**src/rtl/router_pkg.sv**
```systemverilog
// router_pkg: shared header field positions, port count, FSM encoding and output buffer entry type
package router_pkg;
  localparam int LEN_MSB = 7;
  localparam int LEN_LSB = 2;
  localparam int ADDR_MSB = 1;
  localparam int ADDR_LSB = 0;
  localparam int NUM_PORTS = 3;
  typedef enum logic [1:0] {IDLE, HDR_RD, HDR_WAIT, BODY_RD} state_e;
  typedef struct packed {
    logic [7:0] data;
    logic       last;
    logic [1:0] port;
  } obuf_t;
  function automatic logic [1:0] rr_next(input logic [1:0] p);
    return (p == 2'(NUM_PORTS - 1)) ? 2'd0 : p + 2'd1;
  endfunction
endpackage

```
**src/rtl/router_obuf.sv**
```systemverilog
// router_obuf: synchronous FIFO of tagged output bytes (data, last, port)
//   clk/rst          clock, synchronous active-high reset
//   wr_en_i/wr_data_i push side; rd_en_i pops the head shown on rd_data_o
//   count_o/empty_o/full_o occupancy status; rd_data_o reads zero when empty
module router_obuf import router_pkg::*; #(
  parameter int DEPTH = 4
) (
  input  logic                       clk,
  input  logic                       rst,
  input  logic                       wr_en_i,
  input  obuf_t                      wr_data_i,
  input  logic                       rd_en_i,
  output obuf_t                      rd_data_o,
  output logic [$clog2(DEPTH+1)-1:0] count_o,
  output logic                       empty_o,
  output logic                       full_o
);
  localparam int PW = $clog2(DEPTH);
  localparam int CW = $clog2(DEPTH + 1);
  obuf_t mem_q [DEPTH];
  logic [PW-1:0] wr_ptr_q, rd_ptr_q;
  logic [CW-1:0] count_q;
  logic wr, rd;
  assign empty_o = count_q == '0;
  assign full_o = count_q == CW'(DEPTH);
  assign wr = wr_en_i && !full_o;
  assign rd = rd_en_i && !empty_o;
  assign count_o = count_q;
  assign rd_data_o = empty_o ? '0 : mem_q[rd_ptr_q];
  always_ff @(posedge clk) if (wr) mem_q[wr_ptr_q] <= wr_data_i;
  always_ff @(posedge clk) begin
    if (rst) begin
      wr_ptr_q <= '0;
      rd_ptr_q <= '0;
      count_q <= '0;
    end else begin
      if (wr) wr_ptr_q <= (wr_ptr_q == PW'(DEPTH - 1)) ? '0 : wr_ptr_q + PW'(1);
      if (rd) rd_ptr_q <= (rd_ptr_q == PW'(DEPTH - 1)) ? '0 : rd_ptr_q + PW'(1);
      count_q <= count_q + CW'(wr) - CW'(rd);
    end
  end
endmodule

```
**src/rtl/router_out_arbiter.sv**
```systemverilog
// router_out_arbiter: packet-granular round-robin drain of three router FIFOs into one ready/valid byte stream
//   clock/reset                  single clock, synchronous active-high reset
//   vld_out_k/data_out_k/read_enb_k  router FIFO side (data valid one cycle after read_enb)
//   m_data/m_valid/m_ready/m_last/m_port  downstream stream, m_last on the parity byte
//   busy   a packet is granted; abort  one-cycle pulse on stall timeout
module router_out_arbiter import router_pkg::*; #(
  parameter int OBUF_DEPTH = 4,
  parameter int STALL_LIMIT = 32
) (
  input  logic       clock,
  input  logic       reset,
  input  logic       vld_out_0,
  input  logic       vld_out_1,
  input  logic       vld_out_2,
  input  logic [7:0] data_out_0,
  input  logic [7:0] data_out_1,
  input  logic [7:0] data_out_2,
  output logic       read_enb_0,
  output logic       read_enb_1,
  output logic       read_enb_2,
  output logic [7:0] m_data,
  output logic       m_valid,
  input  logic       m_ready,
  output logic       m_last,
  output logic [1:0] m_port,
  output logic       busy,
  output logic       abort
);
  localparam int SW = $clog2(STALL_LIMIT + 1);
  state_e state_q, state_d;
  logic [1:0] gnt_q, gnt_d, rr_q, rr_d, ifl_port_q, p1, p2;
  logic [6:0] rem_q, rem_d;
  logic [SW-1:0] stall_q, stall_d;
  logic abort_q, abort_d, ifl_q, ifl_last_q;
  logic [NUM_PORTS-1:0] vld;
  logic vld_g, credit, rd, active, timeout, empty, full;
  logic [7:0] din_ret;
  logic [$clog2(OBUF_DEPTH+1)-1:0] count;
  obuf_t wr_entry, head;
  assign vld = {vld_out_2, vld_out_1, vld_out_0};
  assign vld_g = (gnt_q == 2'd0) ? vld_out_0 : (gnt_q == 2'd1) ? vld_out_1 : vld_out_2;
  assign din_ret = (ifl_port_q == 2'd0) ? data_out_0 : (ifl_port_q == 2'd1) ? data_out_1 : data_out_2;
  // the in-flight read already owns a buffer slot, so it counts against credit
  assign credit = (int'(count) + int'(ifl_q)) < OBUF_DEPTH;
  assign active = state_q == HDR_RD || state_q == BODY_RD;
  assign timeout = active && !vld_g && stall_q == SW'(STALL_LIMIT - 1);
  assign p1 = rr_next(rr_q);
  assign p2 = rr_next(p1);
  always_ff @(posedge clock) begin
    if (reset) begin
      state_q <= IDLE;
      gnt_q <= '0;
      rr_q <= 2'd2;
      rem_q <= '0;
      stall_q <= '0;
      abort_q <= 1'b0;
      ifl_q <= 1'b0;
      ifl_last_q <= 1'b0;
      ifl_port_q <= '0;
    end else begin
      state_q <= state_d;
      gnt_q <= gnt_d;
      rr_q <= rr_d;
      rem_q <= rem_d;
      stall_q <= stall_d;
      abort_q <= abort_d;
      ifl_q <= rd;
      ifl_last_q <= rd && state_q == BODY_RD && rem_q == 7'd1;
      ifl_port_q <= gnt_q;
    end
  end
  always_comb begin
    state_d = state_q;
    gnt_d = gnt_q;
    rr_d = rr_q;
    rem_d = rem_q;
    stall_d = '0;
    abort_d = 1'b0;
    case (state_q)
      IDLE: if (|vld) begin
        gnt_d = vld[p1] ? p1 : vld[p2] ? p2 : rr_q;
        state_d = HDR_RD;
      end
      HDR_RD: begin
        stall_d = vld_g ? '0 : stall_q + SW'(1);
        if (timeout) begin
          abort_d = 1'b1;
          rr_d = gnt_q;
          state_d = IDLE;
        end else if (rd) state_d = HDR_WAIT;
      end
      HDR_WAIT: begin
        rem_d = {1'b0, din_ret[LEN_MSB:LEN_LSB]} + 7'd1;
        state_d = BODY_RD;
      end
      BODY_RD: begin
        stall_d = vld_g ? '0 : stall_q + SW'(1);
        if (timeout) begin
          abort_d = 1'b1;
          rr_d = gnt_q;
          state_d = IDLE;
        end else if (rd) begin
          rem_d = rem_q - 7'd1;
          if (rem_q == 7'd1) begin
            rr_d = gnt_q;
            state_d = IDLE;
          end
        end
      end
      default: state_d = IDLE;
    endcase
  end
  always_comb begin
    rd = active && vld_g && credit;
    read_enb_0 = rd && gnt_q == 2'd0;
    read_enb_1 = rd && gnt_q == 2'd1;
    read_enb_2 = rd && gnt_q == 2'd2;
    busy = state_q != IDLE;
    abort = abort_q;
    m_valid = !empty;
    m_data = head.data;
    m_last = head.last;
    m_port = head.port;
  end
  assign wr_entry = '{data: din_ret, last: ifl_last_q, port: ifl_port_q};
  router_obuf #(.DEPTH(OBUF_DEPTH)) u_obuf (
    .clk      (clock),
    .rst      (reset),
    .wr_en_i  (ifl_q),
    .wr_data_i(wr_entry),
    .rd_en_i  (m_ready),
    .rd_data_o(head),
    .count_o  (count),
    .empty_o  (empty),
    .full_o   (full)
  );
  logic unused_full;
  assign unused_full = full;
endmodule

```
**config.mk**
```make
export PLATFORM = sky130hd
export DESIGN_NAME = router_out_arbiter
export DESIGN_NICKNAME = d
export VERILOG_FILES = /design/src/rtl/router_pkg.sv /design/src/rtl/router_obuf.sv /design/src/rtl/router_out_arbiter.sv
export SDC_FILE = /design/constraint.sdc
export NUM_CORES = 1
export LEC_CHECK = 0
export BUFFER_PORTS_ARGS = -buffer_cell sky130_fd_sc_hd__buf_4
export CAP_MARGIN = 20
export CORE_UTILIZATION = 60
export DETAILED_ROUTE_END_ITERATION = 12
export GPL_TIMING_DRIVEN = 0
export PLACE_DENSITY = 0.82
export SYNTH_ARGS = -nofsm -noshare
export SYNTH_HDL_FRONTEND = slang
export SYNTH_HIERARCHICAL = 1
export SYNTH_SLANG_ARGS = --single-unit
```
**constraint.sdc**
```tcl
create_clock -name clock -period 4.7 [get_ports clock]
set_input_delay 0.94 -clock clock [delete_from_list [all_inputs] [get_ports clock]]
set_output_delay 0.94 -clock clock [all_outputs]
set_load 0.02 [all_outputs]
```
==> metrics <==
vias per cell around 6; iteration count of the initial detailed-routing pass 5; outcome complete, no violations; Critical Path Most Common Cell buf_4; slew of the pin with the lowest slew margin 851 ps; Worst Path Required 3760 ps; clock root buffer clkbuf_8; CP cell instances buf_4 > mux2_1 > mux2i_1 > nor3_1 > nand2_1 > nor3b_1 > buf_4; Seq pwr share 42.3%; worst-path maximum fanout 7; Clk pin slew, worst setup/hold paths 80 ps; Area growth syn-to-layout 17.7%; net load switching power 617 uW; DRT Wirelength 7.42 mm; Static Leak 1.57 nW; worst min-delay path class reg2reg; Cell Pwr Density between 400 and 500 nW/um2; Fin Setup TNS 0 ps; H-Tree Depth 3; CTS tree built; share of layout cells above drive strength 1 approximately a quarter; Clock Skew ~6.6 ps; DR iter-0 viols 121; Diodes inserted 0; number of global-route vias before repair 2434; post-cts sizing count 0; Net Count, Synth 340; Final Setup Violations 0; core box area between 5000 and 6000 um2; Final Hold Viols 0; via count 2529; row count 27; slowest CP cell nor3_1; Crit path largest cell delay roughly 480 ps; CTS hold repair buffers 0; Sw Ratio between 30% and 40%; antenna-violating nets left 0; Clock Latency Late Sink 340 ps; Peak VDD IR 0.432 mV; antenna violations before repair 0; Internal Pwr Total 1.26 mW; DP Cell Count approximately 420; Die Ht between 70 and 80 um; Slew Limit Fails 0; first-pass GRT wire length 11.8 mm; WS Path Type in2out; Routed WL per cell 17.2 um; Worst slew margin 42.7%; FMAX 292 MHz; nets 397; Cells after Synth 298; GR Overflow Total 0; Post-Layout Inst Area 4190 um2; Post-DP Area 3990 um2; Placer Congestion roughly 0.94; IO Port Bufs 46; # Post-CTS Setup Buffers 0; # fillers 393; Logic pwr share 32.2%; die width 79.0 um; crit path time final 3420 ps; GRT Total Usage 25.5%; fin cells around 430; Initial Util 63.4%; Synth Warn # 6; clock share of power between 20% and 30%; synthesized area 3560 um2; max cap viols 0; crit path capture type output pin; clock sink total a little under 80; DIE AREA 6240 um2; CP arrival 2480 ps; Post-route DRC 0; Worst setup SP type input pin; IO Pins between 40 and 50; largest net degree at the start of global routing 14; TritonCTS Buffers 9; CTS Buffer Depth 2; RSZ-0062 raised after global routing false; mean post-synth cell area approximately 12 um2; fin crit share approximately 73%; hpwl dp around 5.2 mm
-- through the flow --
stage	total power, mW	utilization [%]	worst slack (ps)	hold WS (ps)
after global placement	1.39	71.2	1310	427
final	1.88	74.6	1280	448
after detailed placement	1.41	71.2	1320	441
after global routing	1.97	74.6	1180	469
after floorplan	1.21	-	1590	413
after CTS	1.89	74.6	1300	453
-- critical path, delay by kind of cell --
| kind | cells | cell delay, ps |
|---|---|---|
| simple gates | 3 | 1030 |
| buf+inv | 2 | 280 |
| mux | 2 | 230 |
-- placed cells by master (no fill, tap or decap), drive strengths merged, types with 9 or more instances in the layout --
| master | n |
|---|---|
| nor3 | 10 |
| nor2 | 25 |
| ha | 11 |
| a21oi | 12 |
| buf | 51 |
| o21ai | 12 |
| inv | 20 |
| nor2b | 18 |
| nand3 | 9 |
| mux4 | 11 |
| mux2i | 11 |
| nand2 | 15 |
| dfxtp | 33 |
| edfxtp | 44 |
| clkbuf | 17 |
-- power by group through the flow --
stage          clock network (mW)  registers (mW)  logic [mW]
2_1_floorplan                   0           0.799       0.407
3_3_place_gp                    0           0.808       0.581
3_5_place_dp                    0           0.810       0.602
4_1_cts                     0.486           0.795       0.608
5_1_grt                     0.515           0.801       0.652
6_report                    0.479           0.795       0.606
-- state kept, by name, summed over array words and instances (netlist names), named ones only --
name             count
u_obuf/mem_q        44
rem_q                7
stall_q              6
u_obuf/count_o       3
gnt_q                2
ifl_port_q           2
rr_q                 2
u_obuf/rd_ptr_q      2
u_obuf/wr_ptr_q      2
abort                1
ifl_last_q           1
ifl_q                1
state_q              1
-- metal layers --
| layer | global-route usage (%) | wire length (um) |
|---|---|---|
| met3 | 4.02 | 396 |
| met5 | 0 | 0 |
| met4 | 12.0 | 166 |
| met1 | 30.3 | 2960 |
| met2 | 45.2 | 3900 |
-- path summary, 6_finish.rpt --
kind,start,end,slack (ps),cells past startpoint
setup reg to reg,ifl_port_q[0],rem_q[4],2230,9
hold reg to reg,stall_q[0],stall_q[0],450,1
hold / removal,stall_q[0],stall_q[0],450,1
setup / recovery,vld_out_1,read_enb_1,1280,7
-- cell type report --
type	instances	area, um2	area share, %
Sequential cell	77	1980	47.4
Clock buffer	11	163	3.89
Buffer	11	50.0	1.20
Timing Repair Buffer	46	345	8.25
Clock inverter	5	30.0	0.717
Tap cell	72	90.1	2.15
Inverter	19	71.3	1.70
Multi-Input combinational cell	191	1450	34.7
Note: power is estimated with default switching activity, not from simulation.
